## config.mk

```make
export PLATFORM = sky130hd
export DESIGN_NAME = rr_hold_arbiter
export DESIGN_NICKNAME = d
export VERILOG_FILES = /design/src/rtl/rr_hold_arbiter.sv
export SDC_FILE = /design/constraint.sdc
export NUM_CORES = 1
export LEC_CHECK = 0
export CORE_MARGIN = 4
export CORE_UTILIZATION = 50
export CTS_CLUSTER_SIZE = 14
export DETAILED_ROUTE_END_ITERATION = 12
export HOLD_SLACK_MARGIN = 0.1
export PLACE_DENSITY = 0.84
export SYNTH_ARGS = -nofsm -noshare
export SYNTH_HDL_FRONTEND = slang
export SYNTH_SLANG_ARGS = --single-unit
```

## constraint.sdc

```tcl
create_clock -name clk -period 2.65 [get_ports clk]
set_input_delay 0.6625 -clock clk [delete_from_list [all_inputs] [get_ports clk]]
set_output_delay 0.6625 -clock clk [all_outputs]
set_load 0.01 [all_outputs]
```

## src/rtl/rr_hold_arbiter.sv

```systemverilog
// Registered round-robin arbiter with packet-level grant hold and forced release
// after MAX_HOLD transfers. A fixed one-hot mode bypasses the rotating pointer.
module rr_hold_arbiter #(
  parameter int NUM_REQ  = 4,
  parameter int MAX_HOLD = 16,
  parameter int IDX_W    = $clog2(NUM_REQ)
) (
  input  logic               clk,
  input  logic               rst_n,
  input  logic               arb_enable,
  input  logic [NUM_REQ-1:0] single_mask,
  input  logic [NUM_REQ-1:0] request,
  input  logic [NUM_REQ-1:0] req_last,
  input  logic               out_ready,
  output logic [NUM_REQ-1:0] grant,
  output logic               grant_valid,
  output logic [IDX_W-1:0]   grant_idx,
  output logic [NUM_REQ-1:0] base_ptr
);

  // state | meaning
  // IDLE  | no grant; arbitrate this cycle
  // HOLD  | grant locked to one requester until release
  typedef enum logic {S_IDLE = 1'b0, S_HOLD = 1'b1} state_t;

  localparam int CNT_W = (MAX_HOLD > 0) ? $clog2(MAX_HOLD + 1) : 1;
  localparam logic [CNT_W-1:0]     CNT_LIMIT = CNT_W'(MAX_HOLD);
  localparam logic [CNT_W-1:0]     CNT_ONE   = CNT_W'(1);
  localparam logic [NUM_REQ-1:0]   REQ_ONE   = NUM_REQ'(1);
  localparam logic [2*NUM_REQ-1:0] DBL_ONE   = (2*NUM_REQ)'(1);

  state_t               r_state;
  logic [NUM_REQ-1:0]   r_grant;
  logic                 r_grant_valid;
  logic [IDX_W-1:0]     r_grant_idx;
  logic [NUM_REQ-1:0]   r_base_ptr;
  logic [CNT_W-1:0]     r_hold_cnt;
  logic                 r_rr_mode;

  state_t               w_next_state;
  logic [NUM_REQ-1:0]   w_next_grant;
  logic [IDX_W-1:0]     w_next_idx;
  logic [NUM_REQ-1:0]   w_next_base;
  logic [CNT_W-1:0]     w_next_cnt;
  logic                 w_next_rr_mode;

  logic [2*NUM_REQ-1:0] w_rr_dbl;
  logic [2*NUM_REQ-1:0] w_rr_low;
  logic [NUM_REQ-1:0]   w_rr_gnt;
  logic [NUM_REQ-1:0]   w_fix_req;
  logic [NUM_REQ-1:0]   w_fix_gnt;
  logic                 w_owner_req;
  logic                 w_xfer;
  logic                 w_last;
  logic [CNT_W-1:0]     w_cnt_inc;
  logic                 w_max_hit;
  logic                 w_release;

  // Upper copy handles the wrap: bits below base_ptr are only reachable there.
  assign w_rr_dbl  = {request, request & ~(r_base_ptr - REQ_ONE)};
  assign w_rr_low  = w_rr_dbl & (~w_rr_dbl + DBL_ONE);
  assign w_rr_gnt  = w_rr_low[NUM_REQ-1:0] | w_rr_low[2*NUM_REQ-1:NUM_REQ];

  assign w_fix_req = single_mask & request;
  assign w_fix_gnt = w_fix_req & (~w_fix_req + REQ_ONE);

  assign w_owner_req = |(r_grant & request);
  assign w_xfer      = out_ready & w_owner_req;
  assign w_last      = |(r_grant & request & req_last);
  assign w_cnt_inc   = r_hold_cnt + CNT_ONE;
  assign w_max_hit   = (MAX_HOLD != 0) && w_xfer && (w_cnt_inc == CNT_LIMIT);
  assign w_release   = ~w_owner_req | (w_xfer & w_last) | w_max_hit;

  always_comb begin
    w_next_state   = r_state;
    w_next_grant   = r_grant;
    w_next_base    = r_base_ptr;
    w_next_cnt     = r_hold_cnt;
    w_next_rr_mode = r_rr_mode;
    case (r_state)
      S_IDLE: begin
        if (arb_enable) begin
          if (|request) begin
            w_next_grant   = w_rr_gnt;
            w_next_rr_mode = 1'b1;
            w_next_state   = S_HOLD;
          end
        end else if (|w_fix_req) begin
          w_next_grant   = w_fix_gnt;
          w_next_rr_mode = 1'b0;
          w_next_state   = S_HOLD;
        end
      end
      S_HOLD: begin
        if (w_release) begin
          w_next_grant = '0;
          w_next_cnt   = '0;
          w_next_state = S_IDLE;
          if (r_rr_mode) begin
            w_next_base = {r_grant[NUM_REQ-2:0], r_grant[NUM_REQ-1]};
          end
        end else if (w_xfer) begin
          w_next_cnt = w_cnt_inc;
        end
      end
      default: begin
        w_next_state = S_IDLE;
        w_next_grant = '0;
        w_next_cnt   = '0;
      end
    endcase
  end

  always_comb begin
    w_next_idx = '0;
    for (int i = NUM_REQ - 1; i >= 0; i--) begin
      if (w_next_grant[i]) begin
        w_next_idx = IDX_W'(i);
      end
    end
  end

  always_ff @(posedge clk or negedge rst_n) begin
    if (!rst_n) begin
      r_state       <= S_IDLE;
      r_grant       <= '0;
      r_grant_valid <= 1'b0;
      r_grant_idx   <= '0;
      r_base_ptr    <= REQ_ONE;
      r_hold_cnt    <= '0;
      r_rr_mode     <= 1'b0;
    end else begin
      r_state       <= w_next_state;
      r_grant       <= w_next_grant;
      r_grant_valid <= |w_next_grant;
      r_grant_idx   <= w_next_idx;
      r_base_ptr    <= w_next_base;
      r_hold_cnt    <= w_next_cnt;
      r_rr_mode     <= w_next_rr_mode;
    end
  end

  assign grant       = r_grant;
  assign grant_valid = r_grant_valid;
  assign grant_idx   = r_grant_idx;
  assign base_ptr    = r_base_ptr;

endmodule

```

==> metrics.csv, run 1 <==
metric;value;unit
outcome;finished, final reports clean;
p_int;909;uW
syn_nets;152;
grt_pass1_vias;1317;
max_freq;391;MHz
io_buffers;26;
synth_simple_gate_area_share;23.0;%
drive_above_1_share;21.7;%
p_sw_share;40.8;%
synth-warning-count;0;
setup-violations-final;0;
p_switching;625;uW
r2r_slack;140;ps
final_cell_area;0.00167;sq mm
ys_seq_area_share;37.3;%
grt_max_degree;19;
syn_area;0.00121;sq mm
routabilityCongestion;0.903;
pwr-share-seq;32.2;%
layout.nets;200;
synthMuxAreaShare;5.48;%
yosys.area_share.adder;3.10;%
start_util;53.7;%
synth_top_cell_area_share;35.1;%
drc;0;
dieArea;0.00327;sq mm
period_needed;2560;ps
die_w;57.2;microns
hold_path.class;reg2reg;
cts_root_buf;clkbuf_4;
via_per_inst;6.17;
tightestPinTransition;773;ps
synth_top_family_by_area;compound AO/OA/AOI/OAI gates;
leakage;0.784;nW
async_flop_share;100;%
synthTopCellsByArea;dfrtp_1 (35%), nand3_1 (5.8%), nand2_1 (5.6%);
yosys_most_used_dff;dfrtp_1;
grt_pass1_wl;6.01;mm
drtIter0Drc;55;
htree_levels;1;
cts_tree;done;
cp.required;2820;ps
cts.reportedPaths.clkPinSlew;100;ps
core_area;0.00225;sq mm
ys_ff_latch;18;
cts_buffers;3;
grt_usage;23.2;%
clock_latency;290;ps
routed_wl;3.46;mm
diodes;0;
synth_cells;133;
tns;0;ps
power_density;921;mW/mm^2
maxCapViolations;0;
synth_edf_count;0;
fin_crit_sh;96.6;%
yosys-top-cells-count;nand2_1 (18), dfrtp_1 (17), nand3_1 (14);
yosysMostFrequentCell;nand2_1;
cts_sinks;18;
synth_top_area_cell;dfrtp_1;
clock_power_share;9.2;%
worstSetupPathType;in2reg;
dp.final_hpwl;2.67;mm
ir_worst_vdd;0.000682;V
wl_per_cell;16.6;microns
dpl_cell_area;0.00162;sq mm
avgSynthCellArea;9.11;sq um
yosys.area_share.xor_xnor;0.723;%
cts_buffer_depth;2;
crit_path_max_fanout;5;
vias;1284;
rsz0062_at_grt;false;
synth_compound_area_share;23.7;%
rows;17;
num_io_pins;27;
cp-end-kind;flip-flop;
die_h;57.2;microns
clock-skew-final;1.03;ps
critPathLaunchType;input port;
setup_slack;89.9;ps
pre_cts_slack;-257;ps
drv_slew;0;
area_delta_synth_final;37.6;%
antenna_found_initial;0;
synth.distinct_cells;49;
drt_pass1_iterations;4;
pwr-share-comb;58.6;%
drtAntennaViolNets;0;
finalHoldViolCount;0;
power;1.53;mW
grt-ovfl-total;0;
maxSlewHeadroom;48.3;%
hold_buffers;0;
worst_ep_arrival_time;2730;ps
stage by stage:
step	hold WS [ps]	cells	util (%)
after global routing	611	208	73.9
after CTS	549	208	73.2
after global placement	486	204	72.0
final	536	208	73.9
after detailed placement	524	204	72.0
after floorplan	367	133	-
sequential cells by signal, indices dropped and copies added (netlist names):
name and count:
grant_idx 2, base_ptr 4, r_hold_cnt 5, grant 4, grant_valid 1, r_rr_mode 1
r_state 1
cells by family (layout without fill, tap and decap cells):
| kind of cell | after synthesis | count (layout) |
|---|---|---|
| AOI/OAI and AO/OA | 38 | 38 |
| xor gates and xnor gates | 1 | 1 |
| adders and majority gates | 3 | 3 |
| buffers and inverters | 13 | 60 |
| DFF | 18 | 18 |
| muxes | 6 | 6 |
| and+or+nand+nor | 54 | 54 |
area by class of cell:
class                      count  area (sq um)
timing repair buffer          49           443
sequential                    18           452
tap                           28          35.0
inverter                       7          26.3
multi-input combinational    102           684
clock buffer                   4          26.3
fill                         175           588
cell usage in the layout, fill, tap and decap left out, drive strengths merged, types with 2 or more instances in the layout:
cell type	count
o31ai	2
ha	3
a21oi	3
clkbuf	4
o21a	2
nor2	5
or2	2
clkdlybuf4s50	22
a221oi	2
or4	2
a311oi	3
inv	7
nand3	14
o22ai	4
nand2	18
o21ai	8
a22o	3
dlymetal6s2s	4
o211ai	3
dfrtp	17
and3	2
nor3	3
buf	23
mux2	5
layer usage:
metal | track usage, % | routed length (microns) | part of all wire [%]
met1 | 28.4 | 1370 | 40
met2 | 40.0 | 1730 | 50
met3 | 5.66 | 315 | 9.1
met4 | 7.62 | 42 | 1.2
met5 | 0 | 0 | 0
critical path, stage by stage:
cell             delay [ps]
clkdlybuf4s50_1         580
buf_4                   180
nand2_1                  70
a41o_1                  240
and3_1                  190
a311oi_2                220
inv_1                   100
or4_1                   500
worst paths after layout:
kind,endpoint,startpoint,cells past startpoint
min in group asynchronous,base_ptr[1],rst_n,1
worst max register to register,grant_valid,base_ptr[0],9
max in group asynchronous,r_hold_cnt[2],rst_n,1
worst min register to register,r_rr_mode,r_rr_mode,2
worst max-delay path,grant_valid,request[2],8
worst min-delay path,r_rr_mode,r_rr_mode,2
power by group through the flow:
stage               Clock, mW  Sequential, mW  Combinational [mW]
finish                  0.141           0.495               0.899
global route            0.166           0.509               0.978
CTS                     0.146           0.490               0.895
detailed placement          0           0.493               0.886
global placement            0           0.486               0.856
floorplan                   0           0.480               0.466
timing repair:
item | 4_1_cts | 5_1_grt
endpoints found under the setup margin | 0 | 2
buffers inserted | 0 | 0
resized for setup | 0 | 5
Power figures use the tool's default switching activity.
==> run 2: changes to the inputs <==
- CAP_MARGIN: default -> 20
==> results of run 2 <==
No change in the layout: final DEF, timing and power equal those of run 1.
